==> config.mk <==
export PLATFORM = sky130hd
export DESIGN_NAME = fir_filter_mc
export DESIGN_NICKNAME = d
export VERILOG_FILES = /design/src/rtl/fir_mc_pkg.sv /design/src/rtl/fir_round_sat.sv /design/src/rtl/fir_filter_mc.sv
export SDC_FILE = /design/constraint.sdc
export NUM_CORES = 2
export LEC_CHECK = 0
export BUFFER_PORTS_ARGS = -buffer_cell sky130_fd_sc_hd__buf_4
export CORE_MARGIN = 2
export CORE_UTILIZATION = 50
export CTS_CLUSTER_DIAMETER = 200
export CTS_CLUSTER_SIZE = 16
export DETAILED_ROUTE_END_ITERATION = 7
export GPL_ROUTABILITY_DRIVEN = 0
export PLACE_DENSITY = 0.66
export RECOVER_POWER = 25
export SLEW_MARGIN = 0
export SYNTH_ARGS = -nofsm -noshare
export SYNTH_HDL_FRONTEND = slang
export SYNTH_SLANG_ARGS = --single-unit
==> constraint.sdc <==
create_clock -name clk -period 21.5 [get_ports clk]
set_clock_uncertainty 0.1 [all_clocks]
set_input_delay 2.15 -clock clk [delete_from_list [all_inputs] [get_ports clk]]
set_output_delay 2.15 -clock clk [all_outputs]
set_load 0.02 [all_outputs]
==> src/rtl/fir_mc_pkg.sv <==
// fir_mc_pkg: shared types and sizing helpers for the multi-channel FIR.
//   state_t        : controller state (IDLE accept / MAC serial taps / OUT hold)
//   ch_w_f         : channel-select width, never narrower than one bit
//   acc_w_f        : accumulator width, wide enough for TAPS full-scale products
//   round_const_f  : half-LSB constant added before the fractional shift
//   sat_max_f/min_f: signed output clamp bounds for a DATA_W-bit result
//   coef_reset_f   : reset coefficient bank, identity response on tap 0
package fir_mc_pkg;

   typedef enum logic [1:0] {
      IDLE = 2'd0,
      MAC  = 2'd1,
      OUT  = 2'd2
   } state_t;

   localparam int DEF_DATA_W   = 24;
   localparam int DEF_COEF_W   = 24;
   localparam int DEF_FRAC_W   = 23;
   localparam int DEF_TAPS     = 8;
   localparam int DEF_CHANNELS = 2;

   function automatic int ch_w_f(input int channels);
      return (channels > 1) ? $clog2(channels) : 1;
   endfunction

   function automatic int acc_w_f(input int data_w, input int coef_w, input int taps);
      return data_w + coef_w + $clog2(taps);
   endfunction

   localparam int DEF_CH_W  = ch_w_f(DEF_CHANNELS);
   localparam int DEF_ACC_W = acc_w_f(DEF_DATA_W, DEF_COEF_W, DEF_TAPS);

   // Constants are produced at 128 bits and narrowed by the user.
   function automatic logic signed [127:0] round_const_f(input int frac_w);
      return 128'sd1 <<< (frac_w - 1);
   endfunction

   function automatic logic signed [127:0] sat_max_f(input int data_w);
      return (128'sd1 <<< (data_w - 1)) - 128'sd1;
   endfunction

   function automatic logic signed [127:0] sat_min_f(input int data_w);
      return -(128'sd1 <<< (data_w - 1));
   endfunction

   // Tap 0 resets to +1.0, which needs one bit above COEF_W in Q1.FRAC_W.
   function automatic logic signed [127:0] coef_reset_f(input int idx, input int frac_w);
      return (idx == 0) ? (128'sd1 <<< frac_w) : 128'sd0;
   endfunction

endpackage

==> src/rtl/fir_round_sat.sv <==
// fir_round_sat: combinational round-half-up and saturate.
//   acc : signed accumulator, ACC_W bits, FRAC_W fractional bits
//   q   : signed result, DATA_W bits, clamped to the representable range
module fir_round_sat
   import fir_mc_pkg::*;
#(
   parameter int ACC_W  = DEF_ACC_W,
   parameter int DATA_W = DEF_DATA_W,
   parameter int FRAC_W = DEF_FRAC_W
) (
   input  logic signed [ACC_W-1:0]  acc,
   output logic signed [DATA_W-1:0] q
);

   // One guard bit so adding the rounding constant can never wrap.
   localparam int SW = ACC_W + 1;
   localparam logic signed [SW-1:0] RND     = SW'(round_const_f(FRAC_W));
   localparam logic signed [SW-1:0] SAT_MAX = SW'(sat_max_f(DATA_W));
   localparam logic signed [SW-1:0] SAT_MIN = SW'(sat_min_f(DATA_W));

   logic signed [SW-1:0] sum;
   logic signed [SW-1:0] shifted;

   always_comb begin
      sum     = SW'(acc) + RND;
      shifted = sum >>> FRAC_W;
      if (shifted > SAT_MAX) begin
         q = SAT_MAX[DATA_W-1:0];
      end else if (shifted < SAT_MIN) begin
         q = SAT_MIN[DATA_W-1:0];
      end else begin
         q = shifted[DATA_W-1:0];
      end
   end

endmodule

==> src/rtl/fir_filter_mc.sv <==
// fir_filter_mc: time-multiplexed multi-channel FIR with one serial MAC.
//   clk, rst              : single clock, synchronous active-high reset
//   s_valid/s_ready/s_data/s_chan : input sample stream, one channel per beat
//   m_valid/m_ready/m_data/m_chan : filtered output stream
//   coef_we/coef_addr/coef_wdata  : coefficient bank write port (IDLE only)
// Handshake: a beat transfers on a rising edge where valid and ready are both
// high; the sender holds data stable while valid is high and ready is low, and
// ready never depends combinationally on the opposite side's ready.
module fir_filter_mc
   import fir_mc_pkg::*;
#(
   parameter int DATA_W   = DEF_DATA_W,
   parameter int COEF_W   = DEF_COEF_W,
   parameter int FRAC_W   = DEF_FRAC_W,
   parameter int TAPS     = DEF_TAPS,
   parameter int CHANNELS = DEF_CHANNELS,
   localparam int CH_W    = ch_w_f(CHANNELS),
   localparam int TAP_W   = $clog2(TAPS)
) (
   input  logic              clk,
   input  logic              rst,
   input  logic              s_valid,
   output logic              s_ready,
   input  logic [DATA_W-1:0] s_data,
   input  logic [CH_W-1:0]   s_chan,
   output logic              m_valid,
   input  logic              m_ready,
   output logic [DATA_W-1:0] m_data,
   output logic [CH_W-1:0]   m_chan,
   input  logic              coef_we,
   input  logic [TAP_W-1:0]  coef_addr,
   input  logic [COEF_W-1:0] coef_wdata
);

   // Coefficients carry one headroom bit so the +1.0 reset value is exact.
   localparam int CW     = COEF_W + 1;
   localparam int PROD_W = DATA_W + CW;
   localparam int ACC_W  = acc_w_f(DATA_W, COEF_W, TAPS);

   state_t                   state;
   logic [CH_W-1:0]          ch;
   logic [TAP_W-1:0]         tap;
   logic signed [ACC_W-1:0]  acc;
   logic signed [DATA_W-1:0] line [CHANNELS][TAPS];
   logic signed [CW-1:0]     coef [TAPS];
   logic [DATA_W-1:0]        m_data_r;
   logic [CH_W-1:0]          m_chan_r;

   logic signed [PROD_W-1:0] prod;
   logic signed [ACC_W-1:0]  acc_next;
   logic signed [DATA_W-1:0] sat_out;
   logic                     chan_ok;
   logic                     addr_ok;
   logic                     last_tap;

   assign chan_ok  = {1'b0, s_chan} < (CH_W + 1)'(CHANNELS);
   assign addr_ok  = {1'b0, coef_addr} < (TAP_W + 1)'(TAPS);
   assign last_tap = (tap == TAP_W'(TAPS - 1));

   // The final tap's product is folded in combinationally so the rounded
   // result can be registered on the same edge that leaves MAC.
   assign prod     = PROD_W'(coef[tap]) * PROD_W'(line[ch][tap]);
   assign acc_next = acc + ACC_W'(prod);

   fir_round_sat #(
      .ACC_W  (ACC_W),
      .DATA_W (DATA_W),
      .FRAC_W (FRAC_W)
   ) u_round_sat (
      .acc (acc_next),
      .q   (sat_out)
   );

   assign s_ready = (state == IDLE) && !rst;
   assign m_valid = (state == OUT);
   assign m_data  = m_data_r;
   assign m_chan  = m_chan_r;

   always_ff @(posedge clk) begin
      if (rst) begin
         state    <= IDLE;
         ch       <= '0;
         tap      <= '0;
         acc      <= '0;
         m_data_r <= '0;
         m_chan_r <= '0;
         for (int c = 0; c < CHANNELS; c++) begin
            for (int k = 0; k < TAPS; k++) begin
               line[c][k] <= '0;
            end
         end
         for (int k = 0; k < TAPS; k++) begin
            coef[k] <= CW'(coef_reset_f(k, FRAC_W));
         end
      end else begin
         case (state)
            IDLE: begin
               if (coef_we && addr_ok) begin
                  coef[coef_addr] <= CW'($signed(coef_wdata));
               end
               // Out-of-range channels are consumed and dropped here.
               if (s_valid && chan_ok) begin
                  line[s_chan][0] <= s_data;
                  for (int k = 1; k < TAPS; k++) begin
                     line[s_chan][k] <= line[s_chan][k-1];
                  end
                  ch    <= s_chan;
                  acc   <= '0;
                  tap   <= '0;
                  state <= MAC;
               end
            end
            MAC: begin
               acc <= acc_next;
               if (last_tap) begin
                  m_data_r <= sat_out;
                  m_chan_r <= ch;
                  state    <= OUT;
               end else begin
                  tap <= tap + 1'b1;
               end
            end
            OUT: begin
               if (m_ready) begin
                  state <= IDLE;
               end
            end
            default: state <= IDLE;
         endcase
      end
   end

endmodule

==> results by group <==
Place
  – Port Buffers: 83
  – Post-DP Area: around 56000 um^2
  – Placed insts: just under 6000
  – Dpl hpwl: 92.22 mm

Floorplan
  – Initial Util: 0.5037
  – I/O pin count: 84
  – Num rows: 120
  – Die extent in x: around 330 um
  – Die Ht: about 330 um
  – Core area: between 100000 and 150000 um^2
  – Area of the die: about 110000 um^2

Layout
  – Multi-input logic area: ~31000 um^2
  – Most frequent cells in the layout: inv_1 (705), fa_1 (689), edfxtp_1 (577), nand2_1 (418), and2_1 (309)
  – Fin cells: about 6000
  – Diode count: 0
  – Commonest non-fill, non-tap cell in the layout: inv_1
  – Area grow syn2layout: 5.837%
  – Reg area: about 19000 um^2
  – Fin area: approximately 57000 um^2
  – Nets: approximately 5500
  – Final Util: 0.5331
  – Share of layout cells above drive strength 1: 0.08984
  – Fillers: roughly 9000

Drt
  – DR pass1 iterations: 6
  – DRT antenna net count: 0
  – DR iter-0 viols: ~2700
  – Final wirelength: 129.5 mm
  – Drt via density: roughly 5.7
  – Post-DR wirelength/cell: 21.54 um
  – Total number of vias: between 30000 and 40000
  – DRC errors left: 0

Critical path
  – Worst Setup Start Kind: flop
  – Worst Path Max Fanout: between 40 and 50
  – Crit path capture type: flop
  – Worst Path Class, Setup: reg2reg
  – Data required, critical path: 21.91 ns
  – Worst EP arrival: ~12 ns

Clocking
  – CTS clk-pin slew, worst paths: 0.08 ns
  – Bufs on Longest Clock Path: 3
  – Setup repair bufs after CTS: 0
  – TritonCTS Buffers: between 40 and 50
  – Clk Latency, worst-skew pair: roughly 0.66 ns
  – TritonCTS clock tree: built
  – Clock Sinks: roughly 660
  – Post_cts resized: 0
  – Hold_buf cts: 0
  – # H-tree levels: 2
  – Clk root buf: clkbuf_16

Yosys
  – Cell variety after synth: between 80 and 90
  – Mapped cell area: 53850 um^2
  – Syn avg cell area: about 12 um^2
  – Yosys top cell by area: edfxtp_1
  – Most used DFF post-synth: edfxtp_1
  – Ranking of synthesized cells by area: edfxtp_1 (32%), fa_1 (26%), mux4_2 (6.6%)
  – Register area share after synthesis: 0.3538
  – Synthesis warning total: 0
  – Syn_nets: ~5600
  – Ys async rst share: 0
  – Top cell type's share of synthesized area: 0.3218
  – EDFF count, synth: 577
  – #FFs+latches synth: 663
  – Syn Inst Count: approximately 4600

STA
  – Final count of hold timing violations: 0
  – Max-slew headroom: -1.528
  – Measured slew at the worst slew-check pin: roughly 3.8 ns
  – Final setup viols: 0
  – RSZ-0062 raised after global routing: no
  – Fmax: roughly 85 MHz
  – Final Max Tran Viols: roughly 290
  – Min Tclk post-route: 11.80 ns
  – TNS Setup: 0 ns
  – Crit share post-route: 0.5490

Run
  – Max_cap viols: 8

Global route
  – Number of global-route vias before repair: ~37000
  – Largest net degree at the start of global routing: about 120
  – First-pass GRT wire length: approximately 210 mm
  – Total global routing overflow: 0
  – Antenna violations before repair: 2
  – GRT Total Usage: 0.2423

Status
  – Failing checks: capacitance limit, slew limit
  – Status: finished with violations

Min path
  – Hold Path Class: reg2reg
==> state kept, by name, summed over array words and instances (netlist names), named ones only <==
| signal | cells |
|---|---|
| line | 384 |
| coef | 193 |
| acc | 51 |
| m_data | 24 |
| tap | 3 |
| state | 2 |
| ch | 1 |
| m_chan | 1 |
==> critical path, cell delays in order, from the launching register on <==
cell	delay (ns)
dfxtp_4	0.53
buf_4	0.76
mux4_2	0.60
mux4_2	0.81
and2_1	0.34
fa_1	0.76
fa_1	0.64
fa_1	1.12
fa_1	0.57
fa_1	0.51
fa_1	0.49
inv_1	0.05
fa_1	0.47
inv_1	0.04
ha_1	0.36
a21oi_1	0.28
o21ai_1	0.19
a21oi_1	0.30
nand2b_1	0.12
or3_1	0.39
nand2_1	0.10
xnor2_1	0.29
nand4_1	0.23
nor4_2	0.28
nand4_1	0.12
a211o_1	0.38
a21oi_4	0.53
a31oi_1	0.17
==> area by class of cell <==
cell class | count | share of cell area
Multi-Input combinational cell | 3031 | 0.5493
Tap cell | 1403 | 0.03080
Sequential cell | 663 | 0.3345
Timing Repair Buffer | 142 | 0.01607
Clock buffer | 63 | 0.02169
Inverter | 705 | 0.04643
Clock inverter | 4 | 0.001164
==> worst paths after layout <==
check,start,to,slack [ns],cells past startpoint
worst min register to register,acc[4],acc[4],0.37,2
worst max-delay path,flop,m_data[2],9.70,27
worst max register to register,flop,m_data[2],9.70,27
worst min-delay path,acc[4],acc[4],0.37,2
==> per-stage QoR <==
stage / setup WS (ns) / hold WS, ns
3_3_place_gp: 9.840 / 0.3465
6_report: 9.696 / 0.3699
2_1_floorplan: 3.856 / 0.3321
4_1_cts: 9.624 / 0.3731
3_5_place_dp: 9.652 / 0.3604
5_1_grt: 8.851 / 0.4020
==> metal layers <==
| layer | global-route usage | up-vias | part of all wire |
|---|---|---|---|
| met1 | 0.3176 | 17880 | 0.41 |
| li1 | - | 15080 | - |
| met2 | 0.4220 | 1110 | 0.51 |
| met3 | 0.02820 | 231 | 0.054 |
| met4 | 0.07689 | 4 | 0.033 |
| met5 | 0 | - | 0.00029 |
==> synthesized netlist by cell type (all sizes together), types with 3 or more instances <==
| library cell | number |
|---|---|
| o211ai | 8 |
| inv | 705 |
| buf | 38 |
| mux2 | 31 |
| o21a | 12 |
| a211o | 5 |
| nand4 | 26 |
| or4 | 4 |
| dfxtp | 86 |
| xnor2 | 49 |
| nand3 | 18 |
| mux2i | 28 |
| a211oi | 9 |
| nor3 | 20 |
| ha | 168 |
| fa | 689 |
| o311a | 3 |
| nor2 | 256 |
| and4 | 7 |
| or3 | 9 |
| a21o | 187 |
| clkbuf | 207 |
| xor2 | 23 |
| a31o | 3 |
| and2 | 468 |
| nand2 | 420 |
| nand2b | 49 |
| a31oi | 22 |
| and3 | 12 |
| o211a | 3 |
| mux4 | 158 |
| o2111ai | 4 |
| a21oi | 95 |
| o21bai | 6 |
| a21boi | 4 |
| nor2b | 58 |
| o21ai | 83 |
| edfxtp | 577 |
| nor4 | 5 |
| or2 | 11 |
| a22oi | 45 |
==> cell families after synthesis <==
group           Yosys count  share of synthesized area
simple gates           1374                     0.1293
buf+inv                 950                    0.06694
fa+ha+maj               857                     0.2952
flops                   663                     0.3538
compound gates          511                    0.06516
mux                     217                    0.07777
xor+xnor                 72                    0.01185
Power is not shown: default switching activity piles up to over one toggle a cycle in this logic, so the estimate is an artifact.
